==> src/rtl/tilt_pkg.sv <==
// Shared types, constants and tilt helper functions for the tilt encoder.
package tilt_pkg;

  localparam int TILT_W   = 8;
  localparam int SAMPLE_W = 12;

  // Offset-binary code for a level axis.
  localparam logic [TILT_W-1:0] TILT_NEUTRAL = 8'd128;

  typedef enum logic [1:0] {
    ACCUM   = 2'd0,
    SCALE   = 2'd1,
    PUBLISH = 2'd2
  } tilt_state_e;

  // Two's-complement negate; -128 has no positive twin, so it clamps to +127.
  function automatic logic [TILT_W-1:0] sat_negate(input logic [TILT_W-1:0] t);
    logic [TILT_W-1:0] r;
    if (t == 8'h80) begin
      r = 8'h7F;
    end else begin
      r = 8'h00 - t;
    end
    return r;
  endfunction

  // Signed tilt to offset-binary: adding 128 is the same as flipping the MSB.
  function automatic logic [TILT_W-1:0] to_offset_binary(input logic [TILT_W-1:0] t);
    return {~t[TILT_W-1], t[TILT_W-2:0]};
  endfunction

endpackage

==> src/rtl/tilt_axis.sv <==
// One axis of the tilt encoder: running sum, scale/saturate, deadzone and
// the registered per-axis outputs. All sequencing comes from the parent FSM.
module tilt_axis
  import tilt_pkg::*;
#(
  parameter int AVG_LOG2    = 2,
  parameter int SCALE_SHIFT = 3,
  parameter int DEADZONE    = 8,
  parameter bit INVERT      = 1'b0
) (
  input  logic                clk,
  input  logic                reset,
  input  logic [SAMPLE_W-1:0] sample,
  input  logic                accept,
  input  logic                scale,
  input  logic                publish,
  input  logic                neutralize,
  output logic                increment,
  output logic                decrement,
  output logic [TILT_W-1:0]   threshold
);

  localparam int SUM_W = SAMPLE_W + AVG_LOG2;
  localparam logic signed [SUM_W-1:0]  SAT_HI = SUM_W'(32'sd127);
  localparam logic signed [SUM_W-1:0]  SAT_LO = SUM_W'(-32'sd128);
  localparam logic signed [TILT_W:0]   DZ_POS = (TILT_W + 1)'(DEADZONE);
  localparam logic signed [TILT_W:0]   DZ_NEG = -DZ_POS;

  logic signed [SUM_W-1:0]  sum_r;
  logic signed [SUM_W-1:0]  mean_s;
  logic signed [SUM_W-1:0]  scaled_s;
  logic [TILT_W-1:0]        sat_s;
  logic [TILT_W-1:0]        tilt_next_s;
  logic [TILT_W-1:0]        tilt_r;
  logic signed [TILT_W:0]   tilt_ext_s;
  logic                     inc_s;
  logic                     dec_s;
  logic                     increment_r;
  logic                     decrement_r;
  logic [TILT_W-1:0]        threshold_r;

  // Floor-divide the sum into a mean, scale it, clamp to 8 bits and compare against the deadzone.
  always_comb begin
    mean_s   = sum_r >>> AVG_LOG2;
    scaled_s = mean_s >>> SCALE_SHIFT;
    if (scaled_s > SAT_HI) begin
      sat_s = 8'h7F;
    end else if (scaled_s < SAT_LO) begin
      sat_s = 8'h80;
    end else begin
      sat_s = scaled_s[TILT_W-1:0];
    end
    if (INVERT) begin
      tilt_next_s = sat_negate(sat_s);
    end else begin
      tilt_next_s = sat_s;
    end
    tilt_ext_s = {tilt_r[TILT_W-1], tilt_r};
    inc_s      = (tilt_ext_s > DZ_POS);
    dec_s      = (tilt_ext_s < DZ_NEG);
  end

  // Window accumulator: sign-extended samples summed, emptied after every publish or timeout.
  always_ff @(posedge clk or negedge reset) begin
    if (!reset) begin
      sum_r <= '0;
    end else if (publish || neutralize) begin
      sum_r <= '0;
    end else if (accept) begin
      sum_r <= sum_r + SUM_W'($signed(sample));
    end else begin
      sum_r <= sum_r;
    end
  end

  // Capture the saturated (and optionally inverted) tilt during the SCALE cycle.
  always_ff @(posedge clk or negedge reset) begin
    if (!reset) begin
      tilt_r <= '0;
    end else if (scale) begin
      tilt_r <= tilt_next_s;
    end else begin
      tilt_r <= tilt_r;
    end
  end

  // Output registers: loaded on publish, forced neutral on timeout, held otherwise.
  always_ff @(posedge clk or negedge reset) begin
    if (!reset) begin
      threshold_r <= TILT_NEUTRAL;
      increment_r <= 1'b0;
      decrement_r <= 1'b0;
    end else if (neutralize) begin
      threshold_r <= TILT_NEUTRAL;
      increment_r <= 1'b0;
      decrement_r <= 1'b0;
    end else if (publish) begin
      threshold_r <= to_offset_binary(tilt_r);
      increment_r <= inc_s;
      decrement_r <= dec_s;
    end else begin
      threshold_r <= threshold_r;
      increment_r <= increment_r;
      decrement_r <= decrement_r;
    end
  end

  assign increment = increment_r;
  assign decrement = decrement_r;
  assign threshold = threshold_r;

endmodule

==> src/rtl/tilt_encoder.sv <==
// Tilt encoder top: averages accelerometer sample pairs in windows, publishes
// per-axis tilt commands, and falls back to neutral when samples stop.
module tilt_encoder
  import tilt_pkg::*;
#(
  parameter int AVG_LOG2       = 2,
  parameter int SCALE_SHIFT    = 3,
  parameter int DEADZONE       = 8,
  parameter int TIMEOUT_CYCLES = 10_000_000,
  parameter int INVERT_Y       = 0
) (
  input  logic                clk,
  input  logic                reset,
  input  logic [SAMPLE_W-1:0] acc_x,
  input  logic [SAMPLE_W-1:0] acc_y,
  input  logic                acc_valid,
  output logic                acc_ready,
  output logic                x_increment,
  output logic                x_decrement,
  output logic                y_increment,
  output logic                y_decrement,
  output logic [TILT_W-1:0]   x_threshold,
  output logic [TILT_W-1:0]   y_threshold,
  output logic                update
);

  localparam int TO_W = (TIMEOUT_CYCLES > 2) ? $clog2(TIMEOUT_CYCLES) : 1;
  localparam logic [TO_W-1:0]     TO_LAST    = TO_W'(TIMEOUT_CYCLES - 1);
  localparam logic [AVG_LOG2-1:0] COUNT_LAST = {AVG_LOG2{1'b1}};

  tilt_state_e          state_r;
  tilt_state_e          state_next_s;
  logic [AVG_LOG2-1:0]  count_r;
  logic [TO_W-1:0]      tmo_cnt_r;
  logic                 tmo_fired_r;
  logic                 ready_r;
  logic                 update_r;
  logic                 accept_s;
  logic                 scale_s;
  logic                 publish_s;
  logic                 timeout_s;

  // Next-state and strobe decode; an accept in the timeout cycle suppresses the timeout.
  always_comb begin
    state_next_s = state_r;
    accept_s     = acc_valid && ready_r;
    scale_s      = (state_r == SCALE);
    publish_s    = (state_r == PUBLISH);
    timeout_s    = (state_r == ACCUM) && !accept_s && !tmo_fired_r && (tmo_cnt_r == TO_LAST);
    case (state_r)
      ACCUM: begin
        if (accept_s && (count_r == COUNT_LAST)) begin
          state_next_s = SCALE;
        end else begin
          state_next_s = ACCUM;
        end
      end
      SCALE:   state_next_s = PUBLISH;
      PUBLISH: state_next_s = ACCUM;
      default: state_next_s = ACCUM;
    endcase
  end

  // State register plus registered ready and update pulse.
  always_ff @(posedge clk or negedge reset) begin
    if (!reset) begin
      state_r  <= ACCUM;
      ready_r  <= 1'b1;
      update_r <= 1'b0;
    end else begin
      state_r  <= state_next_s;
      ready_r  <= (state_next_s == ACCUM);
      update_r <= publish_s || timeout_s;
    end
  end

  // Samples taken in the current window.
  always_ff @(posedge clk or negedge reset) begin
    if (!reset) begin
      count_r <= '0;
    end else if (publish_s || timeout_s) begin
      count_r <= '0;
    end else if (accept_s) begin
      count_r <= count_r + AVG_LOG2'(1);
    end else begin
      count_r <= count_r;
    end
  end

  // Idle-cycle counter and one-shot latch so a timeout fires once per silence.
  always_ff @(posedge clk or negedge reset) begin
    if (!reset) begin
      tmo_cnt_r   <= '0;
      tmo_fired_r <= 1'b0;
    end else if (accept_s) begin
      tmo_cnt_r   <= '0;
      tmo_fired_r <= 1'b0;
    end else begin
      if (tmo_cnt_r != TO_LAST) begin
        tmo_cnt_r <= tmo_cnt_r + TO_W'(1);
      end else begin
        tmo_cnt_r <= tmo_cnt_r;
      end
      tmo_fired_r <= tmo_fired_r || timeout_s;
    end
  end

  tilt_axis #(
    .AVG_LOG2   (AVG_LOG2),
    .SCALE_SHIFT(SCALE_SHIFT),
    .DEADZONE   (DEADZONE),
    .INVERT     (1'b0)
  ) u_axis_x (
    .clk       (clk),
    .reset     (reset),
    .sample    (acc_x),
    .accept    (accept_s),
    .scale     (scale_s),
    .publish   (publish_s),
    .neutralize(timeout_s),
    .increment (x_increment),
    .decrement (x_decrement),
    .threshold (x_threshold)
  );

  tilt_axis #(
    .AVG_LOG2   (AVG_LOG2),
    .SCALE_SHIFT(SCALE_SHIFT),
    .DEADZONE   (DEADZONE),
    .INVERT     (INVERT_Y != 0)
  ) u_axis_y (
    .clk       (clk),
    .reset     (reset),
    .sample    (acc_y),
    .accept    (accept_s),
    .scale     (scale_s),
    .publish   (publish_s),
    .neutralize(timeout_s),
    .increment (y_increment),
    .decrement (y_decrement),
    .threshold (y_threshold)
  );

  assign acc_ready = ready_r;
  assign update    = update_r;

endmodule

==> config.mk <==
export PLATFORM = sky130hd
export DESIGN_NAME = tilt_encoder
export DESIGN_NICKNAME = d
export VERILOG_FILES = /design/src/rtl/tilt_pkg.sv /design/src/rtl/tilt_axis.sv /design/src/rtl/tilt_encoder.sv
export SDC_FILE = /design/constraint.sdc
export NUM_CORES = 1
export LEC_CHECK = 0
export ABC_AREA = 1
export CAP_MARGIN = 5
export CORE_MARGIN = 2
export CORE_UTILIZATION = 40
export CTS_BUF_LIST = sky130_fd_sc_hd__clkbuf_4 sky130_fd_sc_hd__clkbuf_8
export DETAILED_ROUTE_END_ITERATION = 8
export PLACE_DENSITY = 0.55
export SYNTH_ARGS = -nofsm -noshare
export SYNTH_HDL_FRONTEND = slang
export SYNTH_SLANG_ARGS = --single-unit
==> constraint.sdc <==
create_clock -name clk -period 1.9 [get_ports clk]
set_input_delay 0.38 -clock clk [delete_from_list [all_inputs] [get_ports clk]]
set_output_delay 0.38 -clock clk [all_outputs]
set_load 0.05 [all_outputs]
==> out/metrics.csv <==
stage,metric,value,unit
status,run_status,"finished, final reports clean",
timing,worst_slew_pin_slew,0.552,ns
floorplanning,fp.dieH,127,µm
floorplanning,rows,44,
finish,nFillCells,1444,
clock_tree,cts_setup_buffers,0,
synth,yosys.area.top_type,dfrtp_1,
finish,multi_input_area,3060,µm²
timing,max-slew-margin-rel,0.632,
floorplanning,initial_core_util,0.412,
clock_tree,cts_buffers,9,
placed_design,post-place-cells,1153,
synth,synth_common_cells,"256 x nand2_1, 147 x inv_1, 106 x nor2_1",
timing,finalHoldViolations,0,
synth,yosys.cell_count.top_type,nand2_1,
clock_tree,path_clk_slew,0.12,ns
pwr,switching_share,0.459,
pwr,leakagePower,3.97,nW
synth,syn_area,6040,µm²
setup_path,worstSetupEndpointType,flip-flop,
floorplanning,die_w,127,µm
timing,rsz0062_at_grt,false,
synth,synth_compound_area_frac,0.0808,
floorplanning,ios,49,
pwr,seq_power_share,0.299,
setup_path,start_kind,primary input,
synth,yosysSeqAreaShare,0.394,
pwr,p_switching,0.00497,W
setup_path,cp_max_fo,5,
timing,layout_min_cycle_time,1.81,ns
synth,synth_seq_cells,95,
clock_tree,clock-root-buffer,clkbuf_8,
clock_tree,clock_latency,0.39,ns
routing,drc,0,
global_route,grt_pass1_vias,5348,
synth,synth_fa_ha_area_frac,0.0647,
floorplanning,core_area,14600,µm²
timing,timing.final.crit_share,0.950,
timing,clock_skew,0.0175,ns
timing,max_freq,0.554,GHz
finish,seqCellArea,2380,µm²
pwr,pwr-share-clk,0.133,
global_route,grt_pass1_wl,25700,µm
hold_path,min_path_type,primary input to asynchronous set/reset pin,
placed_design,dpl.hpwl,11400,µm
placed_design,place.gp.congestion,0.901,
pwr,peakVddDrop,0.000570,V
synth,yosysTopAreaCellShare,0.381,
routing,totalWireLength,15300,µm
clock_tree,cts_buffer_depth,2,
synth,synth_top_flop_cell,dfrtp_1,
routing,viasPerCell,4.86,
synth,netlist_instances,872,
floorplanning,dieArea,16100,µm²
synth,synth_area_leaders,"dfrtp_1 38%, nand2_1 16%, inv_1 9.1%, nor2_1 6.6%, ha_1 5.8%",
placed_design,portBuffers,48,
finish,antennaDiodeCount,0,
finish,fin_nets,1038,
finish,drive_gt1_frac,0.141,
global_route,grt_max_degree,46,
timing,setup_viol,0,
clock_tree,h-tree-depth,3,
routing,drtIter0Drc,312,
global_route,track_usage,0.197,
synth,synthArstFlopShare,1.00,
routing,postRouteAntennaNets,0,
synth,synth_top_family_by_area,simple AND/OR/NAND/NOR gates,
clock_tree,cts_tree,yes,
synth,yosysUniqueCellTypes,37,
synth,synthSimpleGateAreaFrac,0.337,
timing,slew_violations,0,
finish,stdcell_count,1170,
pwr,pwr-share-comb,0.568,
synth,yosysWarnings,0,
global_route,antenna_found_initial,0,
synth,synth_edf_count,0,
synth,syn_avg_cell_area,6.92,µm²
global_route,grt_overflow,0,
timing,holdWs,0.384,ns
synth,synthXorXnorAreaFrac,0.0145,
pwr,power.density,1460,nW/µm²
setup_path,cp_data_required_time,2.18,ns
synth,syn_nets,929,
routing,firstDrtPassIters,5,
routing,vias,5687,
synth,synth_mux_area_frac,0,
routing,wl_per_cell,13.1,µm
setup_path,path_class,primary input to flip-flop,
setup_path,arrival,2.09,ns
clock_tree,cts.sinks,95,
pwr,p_int,0.00586,W
finish,area_growth,22.9,%
flow_run,max-cap-violations,0,
## metrics by stage
stage	setup slack, ns	TNS (ns)	utilization	total power, W	cell area (µm²)
after floorplan	0.233	0	-	0.00724	6040
after global placement	-0.342	-5.47	0.489	0.00923	7160
after detailed placement	-0.394	-6.14	0.489	0.00938	7160
after CTS	0.0245	0	0.503	0.0108	7360
after global routing	0.00176	0	0.507	0.0118	7420
final	0.0944	0	0.507	0.0108	7420
## registers in the layout, summed over array words and instances (netlist names)
name and flops:
u_axis_y.tilt_r 8, u_axis_x.increment 1, acc_ready 1, tmo_cnt_r 24
u_axis_x.tilt_r 8, u_axis_x.decrement 1, state_r 2, u_axis_y.sum_r 14
u_axis_x.threshold 8, u_axis_x.sum_r 14, count_r 2, update 1
u_axis_y.threshold 8, tmo_fired_r 1, u_axis_y.increment 1, u_axis_y.decrement 1
## worst max-delay path, stage by stage
cell	delay (ns)
clkdlybuf4s50_1	0.46
ha_2	0.18
inv_1	0.05
fa_2	0.34
inv_2	0.06
nand3_1	0.07
nand3_2	0.11
nand3_1	0.11
nand4_1	0.10
nand3_1	0.08
nand2_1	0.09
inv_1	0.04
## layout make-up
| class | instances | share of cell area |
|---|---|---|
| multi-input combinational | 610 | 0.413 |
| sequential | 95 | 0.321 |
| timing repair buffer | 116 | 0.133 |
| inverter | 149 | 0.0754 |
| tap | 184 | 0.0310 |
| clock buffer | 9 | 0.0167 |
| clock inverter | 7 | 0.0110 |
## layout by cell type, fill, tap and decap left out, types with 15 or more instances in the layout
master,n
ha_1,25
nand2_1,254
inv_1,145
o21ai_0,28
nand4_1,15
nor2_1,105
a21oi_1,36
buf_4,79
clkdlybuf4s50_1,25
dfrtp_1,92
nand3_1,58
## power groups by stage
stage	logic [W]	clock network [W]	registers (W)
6_report	0.00615	0.00144	0.00323
5_1_grt	0.00695	0.00157	0.00333
4_1_cts	0.00608	0.00149	0.00324
3_5_place_dp	0.00610	0	0.00328
3_3_place_gp	0.00598	0	0.00325
2_1_floorplan	0.00345	0	0.00379
## routing by layer
metal / vias up / track usage / share of wire
li1: 2955 / - / -
met4: 0 / 0.0608 / 0.015
met5: - / 0 / 0
met1: 2614 / 0.282 / 0.49
met3: 17 / 0.0278 / 0.032
met2: 101 / 0.312 / 0.46
## kinds of logic (layout without fill, tap and decap cells)
kind of cell | after synthesis | count (layout)
simple gates | 480 | 480
buf+inv | 167 | 281
flops | 95 | 95
compound gates | 90 | 90
fa+ha+maj | 30 | 30
xor+xnor | 10 | 10
## final timing paths
kind | from | to | slack (ns) | depth (start not counted)
worst max-delay path | acc_y[0] | u_axis_y.sum_r[12] | 0.09 | 12
worst min register to register | u_axis_y.decrement | u_axis_y.decrement | 0.50 | 2
min in group clk | u_axis_y.decrement | u_axis_y.decrement | 0.50 | 2
max in group asynchronous | reset | u_axis_x.threshold[7] | 0.93 | 3
worst min-delay path | reset | tmo_cnt_r[0] | 0.38 | 2
worst max register to register | u_axis_y.sum_r[2] | u_axis_y.sum_r[5] | 0.13 | 7
## timing repair
item	4_1_cts	5_1_grt
pin swaps	0	6
endpoints found under the hold margin	13	0
resized for setup	8	18
endpoints found under the setup margin	8	19
hold buffers	1	0
Power figures use the tool's default switching activity.
